--- src/rtl/pc_fetch_seq.sv ---
// Fetch-side PC sequencer: steps the instruction-slot counter, resolves
// conditional branches on the last cycle of each slot and loads the next PC.
module pc_fetch_seq #(
  parameter logic [31:0] RESET_PC    = 32'h0000_0000,
  parameter int          SLOT_CYCLES = 4
) (
  input  logic        clk,
  input  logic        nrst,
  input  logic        execute,
  input  logic        stall,
  input  logic [31:0] IF_pc4,
  input  logic        branch_en,
  input  logic [31:0] branch_target,
  input  logic [31:0] comp1,
  input  logic [31:0] comp2,
  input  logic [2:0]  func,
  output logic [31:0] ins_delay,
  output logic [31:0] IF_pcs,
  output logic        fetch_req,
  output logic        branch_taken,
  output logic [31:0] retired
);

  // Handshake: none; fetch_req is a strobe meaning "IF_pcs is a new address
  // this cycle", asserted only in RUN, at ins_delay==0, and not while stalled.

  typedef enum logic {IDLE, RUN} state_t;

  localparam logic [31:0] LAST = 32'(SLOT_CYCLES - 1);

  state_t      state_q, state_d;
  logic [31:0] ins_delay_q, ins_delay_d;
  logic [31:0] pc_q, pc_d;
  logic [31:0] retired_q, retired_d;
  logic        taken_q, taken_d;
  logic        cond;
  logic        taken;

  always_comb begin
    cond = 1'b0;
    case (func)
      3'b000:  cond = (comp1 == comp2);
      3'b001:  cond = (comp1 != comp2);
      3'b100:  cond = ($signed(comp1) <  $signed(comp2));
      3'b101:  cond = ($signed(comp1) >= $signed(comp2));
      3'b110:  cond = (comp1 <  comp2);
      3'b111:  cond = (comp1 >= comp2);
      default: cond = 1'b0;
    endcase
  end

  assign taken = branch_en && cond;

  always_comb begin
    state_d     = state_q;
    ins_delay_d = ins_delay_q;
    pc_d        = pc_q;
    retired_d   = retired_q;
    taken_d     = 1'b0;
    case (state_q)
      IDLE: begin
        if (execute) begin
          state_d     = RUN;
          ins_delay_d = 32'd0;
        end
      end
      RUN: begin
        // Dropping execute abandons the slot: nothing from it is committed.
        if (!execute) begin
          state_d     = IDLE;
          ins_delay_d = 32'd0;
          pc_d        = RESET_PC;
        end else if (!stall) begin
          if (ins_delay_q == LAST) begin
            ins_delay_d = 32'd0;
            pc_d        = taken ? branch_target : IF_pc4;
            taken_d     = taken;
            retired_d   = retired_q + 32'd1;
          end else begin
            ins_delay_d = ins_delay_q + 32'd1;
          end
        end
      end
      default: state_d = IDLE;
    endcase
  end

  always_ff @(posedge clk) begin
    if (!nrst) begin
      state_q     <= IDLE;
      ins_delay_q <= 32'd0;
      pc_q        <= RESET_PC;
      retired_q   <= 32'd0;
      taken_q     <= 1'b0;
    end else begin
      state_q     <= state_d;
      ins_delay_q <= ins_delay_d;
      pc_q        <= pc_d;
      retired_q   <= retired_d;
      taken_q     <= taken_d;
    end
  end

  assign ins_delay    = ins_delay_q;
  assign IF_pcs       = pc_q;
  assign retired      = retired_q;
  assign branch_taken = taken_q;
  assign fetch_req    = (state_q == RUN) && (ins_delay_q == 32'd0) && !stall;

endmodule

--- config.mk ---
export PLATFORM = sky130hd
export DESIGN_NAME = pc_fetch_seq
export DESIGN_NICKNAME = d
export VERILOG_FILES = /design/src/rtl/pc_fetch_seq.sv
export SDC_FILE = /design/constraint.sdc
export NUM_CORES = 1
export LEC_CHECK = 0
export BUFFER_PORTS_ARGS = -buffer_cell sky130_fd_sc_hd__buf_2
export CAP_MARGIN = 0
export CORE_MARGIN = 8
export CORE_UTILIZATION = 40
export CTS_BUF_LIST = sky130_fd_sc_hd__clkbuf_16
export DETAILED_ROUTE_END_ITERATION = 6
export PLACE_DENSITY = 0.8
export SYNTH_ARGS = -nofsm -noshare
export SYNTH_HDL_FRONTEND = slang
export SYNTH_SLANG_ARGS = --single-unit
--- constraint.sdc ---
create_clock -name clk -period 8.1 [get_ports clk]
set_input_delay 1.215 -clock clk [delete_from_list [all_inputs] [get_ports clk]]
set_output_delay 1.215 -clock clk [all_outputs]
set_load 0.02 [all_outputs]
==> flow_summary_export.csv, run 1 <==
group,metric,value,unit
status,status,"complete, no violations",
job,maxCapViolCount,0,
sta,rsz0062_at_grt,"false",
critical_path,r2r-end,"ins_delay[8]",
grt,grt_pass1_wl,27320,um
synth,synth_edf_count,0,
finish,utilization,0.5235,
grt,grt_overflow,0,
synth,synth_top_area_cell,"dfxtp_1",
power_and_ir_drop,seq_power_share,0.464,
critical_path,cp.required,8.33,ns
power_and_ir_drop,power.share.clock,0.413,
synth,synth_commonest_cells,"98 x dfxtp_1, 96 x nand2_1, 42 x inv_1",
synth,yosysMostFrequentCell,"dfxtp_1",
place,place_congestion,0.8988,
synth,synth_fa_ha_area_frac,0.07639,
clock_network,cts_resized,0,
sta,drv_slew,0,
clock_network,cts_buffers,9,
critical_path,crit_arrival,3.92,ns
power_and_ir_drop,power_leakage,3.556,nW
place,place_area,6999,um2
critical_path,end_kind,"register",
sta,finalSetupViolCount,0,
critical_path,cp_cell_sequence,"buf_2 -> inv_1 -> ha_1 -> nand4_1 -> nor4_1 -> a31oi_1 -> o31a_1 -> o31a_2 -> a22oi_4 -> buf_4 -> mux2i_1 -> o21ai_1",
die,die_x,135.7,um
synth,synth_top_family_by_area,"simple AND/OR/NAND/NOR gates",
finish,area_delta_synth_final,27.24,%
route,drtAntennaViolNets,0,
finish,fin_area,7295,um2
critical_path,cp_slowest_cell,"nor4_1",
critical_path,crit_cells,12,
critical_path,crit_buf_inv,3,
critical_path,worst-r2r-cell-count,7,
critical_path,crit_path_max_fanout,33,
grt,grt_use_total,0.1817,
power_and_ir_drop,switching_share,0.2473,
synth,ys_ff_latch,98,
clock_network,cts.clk_slew.worst_paths,0.07,ns
sta,final_hold_viol_count,0,
critical_path,cp-start-kind,"primary input",
critical_path,critical-path-top-delay-family,"compound AO/OA/AOI/OAI gates",
synth,yosysWarnings,0,
finish,fin_cells,1103,
clock_network,h-tree-depth,3,
power_and_ir_drop,netSwitchingPower,257.2,uW
synth,synth_simple_gate_area_frac,0.2678,
die,fp.dieH,135.7,um
die,start_util,0.4114,
route,drt_wl_total,17490,um
route,drt_pre_antenna_iters,4,
synth,ys_types,56,
place,port_buffers,233,
route,drc_errors,0,
critical_path,r2r-start,"ins_delay[2]",
synth,synthCells,696,
place,dp_hpwl,13410,um
finish,nets,1088,
synth,async_flop_share,0,
route,vias,5839,
die,boundaryPins,234,
clock_network,clk_latency,0.35,ns
synth,synth_xor_area_frac,0.02292,
clock_network,post_cts_buffers,0,
synth,synth_nets,867,
synth,ys.flop_type,"dfxtp_1",
route,vias_per_cell,5.294,
sta,relSlewSlack,0.2706,
power_and_ir_drop,internal_power,782.6,uW
power_and_ir_drop,power.density,142.5,nW/um2
synth,synth_compound_area_frac,0.1779,
critical_path,ff2ff_setup_slack,5.21,ns
synth,syn_area_per_cell,8.237,um2
clock_network,cts.sinks,98,
clock_network,cts_root_buffer,"clkbuf_16",
clock_network,cts_tree,"done",
route,post_drt_wl_per_cell,15.86,um
grt,grt_pass1_vias,5554,
sta,fin_crit_sh,0.4562,
route,drt_iter0_drc,312,
die,core-area,13930,um2
synth,yosys-top-cells-area,"dfxtp_1 34%, ha_1 7.6%, nand2_1 6.3%",
place,dp.cells,1086,
grt,antenna_found_initial,0,
sta,fin_crit,3.696,ns
critical_path,cp-startpoint,"comp2[23]",
sta,clock.fmax,270.6,MHz
synth,synth_seq_area_share,0.3422,
sta,fin_worst_skew,0.007660,ns
worst_hold_path,worst_hold_path_type,"register to register",
critical_path,cp_slowest_stage_delay,0.51,ns
synth,yosysTopAreaCellShare,0.3422,
clock_network,ctsHoldBuffers,0,
clock_network,cts_max_path_buffers,2,
sta,tightest_slew,1.094,ns
die,die_area,18420,um2
power_and_ir_drop,comb_power_share,0.123,
critical_path,worstSetupPathType,"primary input to register",
synth,synth_mux_area_frac,0.05762,
sta,tns,0,ns
synth,syn_area,5733,um2
grt,grt_max_degree,68,
critical_path,cp-endpoint,"IF_pcs[22]",
die,num_rows,43,
power_and_ir_drop,ir_worst_vdd,0.00007908,V
finish,fillers,1330,
finish,layout-drive-gt1-share,0.2983,
cells in the final DEF (no fill, tap or decap), types with 18 or more instances in the layout:
cell     count
nand3_1     28
nor2b_1     19
a21oi_1     30
inv_1       42
dfxtp_1     98
and2_1      23
or3_1       18
nor2_1      24
buf_2      233
o21ai_0     39
mux2i_1     33
nand2_1     96
o21ai_1     34
ha_1        35
worst min path at each step:
stage / from / endpoint / slack, ns / depth (start not counted)
after global routing: IF_pcs[28] / IF_pcs[28] / 0.46 / 2
after detailed placement: IF_pcs[26] / IF_pcs[26] / 0.44 / 2
after CTS: IF_pcs[2] / IF_pcs[2] / 0.45 / 2
after global placement: IF_pcs[27] / IF_pcs[27] / 0.43 / 2
after floorplan: IF_pcs[0] / IF_pcs[0] / 0.52 / 2
final: IF_pcs[26] / IF_pcs[26] / 0.44 / 2
state kept, by name (all words and copies together) (netlist names):
signal / count
retired: 32
branch_taken: 1
IF_pcs: 32
state_q: 1
ins_delay: 32
metal layers:
| layer | track usage | vias to the layer above | share of wire |
|---|---|---|---|
| met1 | 0.2055 | 2696 | 0.41 |
| met3 | 0.05007 | 20 | 0.085 |
| met4 | 0.05737 | 0 | 0.015 |
| met5 | 0 | - | 0 |
| li1 | - | 2919 | - |
| met2 | 0.3225 | 204 | 0.49 |
cell type report:
class | instances | area (um2) | area share
well taps | 180 | 225.2 | 0.03087
repair buffers | 237 | 1196 | 0.1640
clock inverters | 7 | 67.56 | 0.009262
clock buffers | 9 | 225.2 | 0.03087
diodes | 1 | 2.502 | 0.0003431
flip-flops and latches | 98 | 1962 | 0.2690
inverters | 42 | 157.7 | 0.02161
multi-input cells | 529 | 3458 | 0.4741
through the flow:
stage | power [mW] | worst slack, ns | hold slack (ns)
4_1_cts | 1.055 | 4.416 | 0.4460
6_report | 1.040 | 4.404 | 0.4419
3_5_place_dp | 0.6220 | 4.030 | 0.4367
3_3_place_gp | 0.6190 | 4.116 | 0.4327
5_1_grt | 1.084 | 4.234 | 0.4611
2_1_floorplan | 0.5758 | 4.566 | 0.5248
cells by family (layout without fill, tap and decap cells):
group                      after synthesis  in the layout
and+or+nand+nor                        284            284
AOI/OAI and AO/OA                      162            162
DFF                                     98             98
buffers and inverters                   69            295
adders and majority gates               35             35
muxes                                   33             33
xor gates and xnor gates                15             15
other                                    0              1
power by group through the flow:
stage                     Clock [mW]  Combinational (mW)  Sequential [mW]
after floorplan                    0              0.0822            0.494
after global placement             0               0.125            0.494
after detailed placement           0               0.128            0.494
after CTS                      0.444               0.129            0.482
after global routing           0.459               0.143            0.482
final                          0.429               0.128            0.482
tightest hold or removal path: cells and delay by family (launching register included):
kind / cells / cell delay, ns
compound gates: 1 / 0.05
flops: 1 / 0.31
simple gates: 1 / 0.04
Note: power is estimated with default switching activity, not from simulation.
==> run 2, diff against run 1 <==
==> constraint.sdc (replaced) <==
create_clock -name clk -period 3.73 [get_ports clk]
set_input_delay 0.5595 -clock clk [delete_from_list [all_inputs] [get_ports clk]]
set_output_delay 0.5595 -clock clk [all_outputs]
set_load 0.02 [all_outputs]
==> flow_summary_export.csv, run 2 (synthesis results as in run 1) <==
group,metric,value,unit
status,status,"complete, no violations",
power_and_ir_drop,seq_power_share,0.462,
critical_path,cp_cell_sequence,"buf_2 -> ha_1 -> nand4_2 -> or3_4 -> a211o_1 -> o211ai_1 -> o31ai_2 -> a22oi_4 -> buf_12 -> mux2i_1 -> o21ai_1",
critical_path,crit_path_max_fanout,25,
sta,fin_ws,0.9639,ns
route,drt_wl_total,17270,um
clock_network,cts_resized,0,
die,boundaryPins,234,
route,drc_errors,0,
sta,fin_crit,2.766,ns
finish,nets,1091,
die,core-area,13930,um2
route,post_drt_wl_per_cell,15.61,um
sta,finalSetupViolCount,0,
power_and_ir_drop,comb_power_share,0.124,
worst_hold_path,hp-start,"IF_pcs[31]",
route,vias,5785,
sta,relSlewSlack,0.4310,
clock_network,clk_latency,0.35,ns
finish,utilization,0.5261,
clock_network,cts_root_buffer,"clkbuf_16",
power_and_ir_drop,power.share.clock,0.414,
grt,grt_pass1_wl,27070,um
power_and_ir_drop,ir_worst_vdd,0.0001790,V
die,die_x,135.7,um
sta,fin_worst_skew,0.01087,ns
critical_path,worstSetupPathType,"primary input to register",
place,dp_slack,0.5753,ns
power_and_ir_drop,netSwitchingPower,565.9,uW
place,place_congestion,0.8726,
grt,grt_max_degree,35,
critical_path,critical-path-top-delay-family,"compound AO/OA/AOI/OAI gates",
sta,tns,0,ns
power_and_ir_drop,switching_share,0.2493,
clock_network,cts_buffers,9,
job,maxCapViolCount,0,
critical_path,cp_slowest_stage_delay,0.41,ns
critical_path,cp-start-kind,"primary input",
clock_network,h-tree-depth,3,
grt,antenna_found_initial,1,
clock_network,cts.clk_slew.worst_paths,0.07,ns
finish,layout-drive-gt1-share,0.3005,
finish,fin_cells,1106,
sta,final_hold_viol_count,0,
power_and_ir_drop,power_leakage,3.572,nW
critical_path,end_kind,"register",
sta,drv_slew,0,
critical_path,r2r-start,"ins_delay[16]",
critical_path,cp.required,3.95,ns
finish,fin_area,7331,um2
critical_path,cp-startpoint,"comp1[31]",
sta,clock.fmax,361.5,MHz
sta,rsz0062_at_grt,"false",
sta,tightest_slew,0.8458,ns
die,die_area,18420,um2
finish,final_common_cell,"buf_2",
place,place_area,7034,um2
sta,whs,0.4421,ns
clock_network,cts.sinks,98,
power_and_ir_drop,internal_power,1.704,mW
finish,area_delta_synth_final,27.87,%
finish,fillers,1285,
route,drt_pre_antenna_iters,5,
grt,grt_pass1_vias,5484,
place,dp_hpwl,13430,um
clock_network,cts_tree,"done",
critical_path,cp_slowest_cell,"or3_4",
critical_path,crit_buf_inv,2,
die,fp.dieH,135.7,um
clock_network,ctsHoldBuffers,0,
clock_network,cts_max_path_buffers,2,
critical_path,crit_arrival,2.99,ns
die,start_util,0.4114,
grt,grt_overflow,0,
place,port_buffers,233,
grt,grt_use_total,0.1811,
clock_network,post_cts_buffers,0,
place,dp.cells,1089,
finish,final_cell_mix,"233 x buf_2, 98 x dfxtp_1, 96 x nand2_1, 43 x inv_1, 39 x o21ai_0",
worst_hold_path,worst_hold_path_type,"register to register",
sta,fin_crit_sh,0.7416,
die,num_rows,43,
route,drtAntennaViolNets,0,
route,drt_iter0_drc,337,
route,vias_per_cell,5.231,
power_and_ir_drop,power.density,309.6,nW/um2
power_and_ir_drop,power.total,2.270,mW
==> run 2: changes by cell type in the layout (fill, tap and decap cells not counted), sizes merged <==
cell	delta
buf	+3
clkinv	-3
clkinvlp	+2
inv	+1
==> run 2: path summary, 6_finish.rpt <==
| path | to | slack [ns] | depth (start not counted) |
|---|---|---|---|
| worst max-delay path | IF_pcs[11] | 0.96 | 11 |
| worst min-delay path | IF_pcs[31] | 0.44 | 2 |
| worst max register to register | retired[11] | 0.97 | 7 |
| worst min register to register | IF_pcs[31] | 0.44 | 2 |
==> run 2: power by group through the flow <==
stage	Sequential [mW]	Combinational (mW)	Clock [mW]
after floorplan	1.07	0.178	0
after global placement	1.07	0.277	0
after detailed placement	1.07	0.283	0
after CTS	1.05	0.284	0.963
after global routing	1.05	0.313	1.01
final	1.05	0.282	0.940
==> run 2: layer usage <==
layer	wire, um	global-route usage	part of all wire
met1	7142	0.2055	0.41
met2	8327	0.3165	0.48
met3	1507	0.05712	0.087
met4	291	0.05429	0.017
met5	0	0	0
==> run 2: tightest hold or removal path: cells and delay by family (launching register included) <==
kind | cells | cell delay (ns)
simple gates | 1 | 0.05
compound gates | 1 | 0.05
flops | 1 | 0.31
==> run 2: area by class of cell <==
| class | instances | area [um2] | area share |
|---|---|---|---|
| tap | 180 | 225.2 | 0.03072 |
| clock inverter | 7 | 68.82 | 0.009387 |
| inverter | 42 | 157.7 | 0.02151 |
| sequential | 98 | 1962 | 0.2676 |
| antenna | 1 | 2.502 | 0.0003414 |
| timing repair buffer | 240 | 1231 | 0.1679 |
| multi-input combinational | 529 | 3458 | 0.4718 |
| clock buffer | 9 | 225.2 | 0.03072 |
==> run 3, diff against run 2 <==
--- a/config.mk
+++ b/config.mk
@@ -5,13 +5,14 @@
 export SDC_FILE = /design/constraint.sdc
 export NUM_CORES = 1
 export LEC_CHECK = 0
+export ABC_AREA = 1
 export BUFFER_PORTS_ARGS = -buffer_cell sky130_fd_sc_hd__buf_2
 export CAP_MARGIN = 0
 export CORE_MARGIN = 8
 export CORE_UTILIZATION = 40
 export CTS_BUF_LIST = sky130_fd_sc_hd__clkbuf_16
 export DETAILED_ROUTE_END_ITERATION = 6
-export PLACE_DENSITY = 0.8
+export PLACE_DENSITY = 0.78
 export SYNTH_ARGS = -nofsm -noshare
 export SYNTH_HDL_FRONTEND = slang
 export SYNTH_SLANG_ARGS = --single-unit
==> constraint.sdc (replaced) <==
create_clock -name clk -period 2.9 [get_ports clk]
set_input_delay 0.435 -clock clk [delete_from_list [all_inputs] [get_ports clk]]
set_output_delay 0.435 -clock clk [all_outputs]
set_load 0.02 [all_outputs]
==> flow_summary_export.csv, run 3 <==
group,metric,value,unit
status,status,"complete, no violations",
clock_network,h-tree-depth,3,
sta,rsz0062_at_grt,"false",
sta,whs,0.3043,ns
finish,final_cell_mix,"269 x nand2_1, 233 x buf_2, 171 x inv_1, 102 x a21oi_1, 98 x dfxtp_1",
place,place_congestion,0.8624,
sta,fin_ws,0.4837,ns
synth,synth_mux_area_frac,0,
clock_network,post_cts_buffers,0,
synth,synth_compound_area_frac,0.1331,
finish,fin_cells,1471,
synth,syn_area_per_cell,6.458,um2
critical_path,cp.required,2.47,ns
synth,ys.flop_type,"dfxtp_1",
synth,ys_types,45,
clock_network,ctsHoldBuffers,0,
sta,fin_worst_skew,0.01012,ns
die,die_x,144.8,um
sta,relSlewSlack,0.3833,
synth,synth_simple_gate_area_frac,0.3498,
route,drt_wl_total,20980,um
power_and_ir_drop,ir_worst_vdd,0.0002607,V
job,maxCapViolCount,0,
synth,synth_commonest_cells,"269 x nand2_1, 171 x inv_1, 102 x a21oi_1",
power_and_ir_drop,power_leakage,3.924,nW
route,vias,7398,
synth,yosys-top-cells-area,"dfxtp_1 30%, nand2_1 15%, inv_1 9.7%",
route,drt_iter0_drc,427,
worst_hold_path,worst_hold_path_type,"primary input to register",
grt,grt_overflow,0,
route,drt_pre_antenna_iters,5,
synth,synth_top_area_cell,"dfxtp_1",
die,num_rows,47,
critical_path,crit_arrival,1.98,ns
route,vias_per_cell,5.029,
grt,grt_pass1_wl,32960,um
die,fp.dieH,144.8,um
finish,fillers,1637,
sta,fin_crit_sh,0.8332,
clock_network,cts.clk_slew.worst_paths,0.07,ns
synth,synth_top_family_by_area,"simple AND/OR/NAND/NOR gates",
critical_path,worstSetupPathType,"register to output pin",
synth,synth_seq_area_share,0.2955,
clock_network,cts_resized,0,
route,drc_errors,0,
die,die_area,20980,um2
finish,final_common_cell,"nand2_1",
critical_path,crit_path_max_fanout,4,
place,dp_slack,0.2793,ns
sta,tightest_slew,0.9238,ns
sta,final_hold_viol_count,0,
finish,area_delta_synth_final,24.71,%
grt,grt_use_total,0.1948,
synth,yosysMostFrequentCell,"nand2_1",
critical_path,end_kind,"output pin",
sta,fin_crit,2.416,ns
place,dp.cells,1455,
die,core-area,16410,um2
route,drtAntennaViolNets,0,
synth,synth_nets,1199,
grt,antenna_found_initial,4,
die,start_util,0.4046,
die,boundaryPins,234,
finish,layout-drive-gt1-share,0.2438,
synth,yosysTopAreaCellShare,0.2955,
sta,tns,0,ns
synth,synthCells,1028,
clock_network,cts_max_path_buffers,2,
clock_network,cts_root_buffer,"clkbuf_16",
synth,synth_xor_area_frac,0.02639,
sta,finalSetupViolCount,0,
clock_network,clk_latency,0.35,ns
clock_network,cts_buffers,9,
clock_network,cts_tree,"done",
place,port_buffers,233,
route,post_drt_wl_per_cell,14.26,um
clock_network,cts.sinks,98,
synth,yosysWarnings,0,
power_and_ir_drop,power.density,356.8,nW/um2
grt,grt_pass1_vias,6911,
grt,grt_max_degree,48,
finish,nets,1417,
synth,syn_area,6639,um2
sta,drv_slew,0,
synth,synth_fa_ha_area_frac,0.06596,
synth,ys_ff_latch,98,
sta,clock.fmax,413.9,MHz
synth,synth_edf_count,0,
finish,n_antenna_cell,0,
place,dp_hpwl,16480,um
synth,async_flop_share,0,
critical_path,cp-start-kind,"register",
## run 3: final timing paths
path / start / endpoint / slack [ns] / cells after the start
min reg2reg: IF_pcs[25] / IF_pcs[25] / 0.47 / 2
min: execute / state_q / 0.30 / 3
max: ins_delay[21] / fetch_req / 0.48 / 7
max reg2reg: ins_delay[1] / ins_delay[20] / 0.54 / 11
## run 3: where the power goes
| group | leakage, nW | internal [mW] | total [mW] | switching [mW] |
|---|---|---|---|---|
| sequential | 0.789 | 1.35 | 1.35 | 0.00169 |
| combinational | 2.99 | 0.162 | 0.397 | 0.235 |
| clock | 0.141 | 0.667 | 1.21 | 0.543 |
| total | 3.92 | 2.17 | 2.95 | 0.780 |
## run 3: per-stage QoR
stage,power (mW),area (um2),util
5_1_grt,3.095,8279,0.5046
6_report,2.954,8279,0.5046
3_3_place_gp,1.767,7986,0.4868
4_1_cts,2.989,8279,0.5046
3_5_place_dp,1.775,7986,0.4868
2_1_floorplan,1.629,6639,-
## run 3: routing by layer
| layer | wire length, um | GRT usage | vias up | part of all wire |
|---|---|---|---|---|
| met5 | 46 | 0 | - | 0.0022 |
| met4 | 385 | 0.05750 | 8 | 0.018 |
| met3 | 2000 | 0.06201 | 34 | 0.095 |
| met2 | 9690 | 0.3223 | 306 | 0.46 |
| met1 | 8853 | 0.2363 | 3306 | 0.42 |
| li1 | - | - | 3744 | - |
## run 3: final cells by class
| cell class | instances | area, um2 | area share |
|---|---|---|---|
| clock inverters | 7 | 67.56 | 0.008161 |
| clock buffers | 9 | 225.2 | 0.02720 |
| flip-flops and latches | 98 | 1962 | 0.2370 |
| multi-input cells | 717 | 3822 | 0.4617 |
| repair buffers | 242 | 1259 | 0.1520 |
| inverters | 178 | 668.1 | 0.08070 |
| well taps | 220 | 275.3 | 0.03325 |
## run 3: critical path: stages, from the launching register on
cell and delay, ns:
dfxtp_1 0.34, inv_1 0.12, nand4_1 0.12, nor2_1 0.19, nand4_2 0.18, nor2_4 0.17, nor4b_1 0.28, buf_2 0.23
## run 3: cells by family after synthesis
family	Yosys count
AND/OR/NAND/NOR	503
adder cells (fa/ha/maj)	35
XOR/XNOR	20
AO/OA/AOI/OAI	159
flip-flops	98
buffers and inverters	213
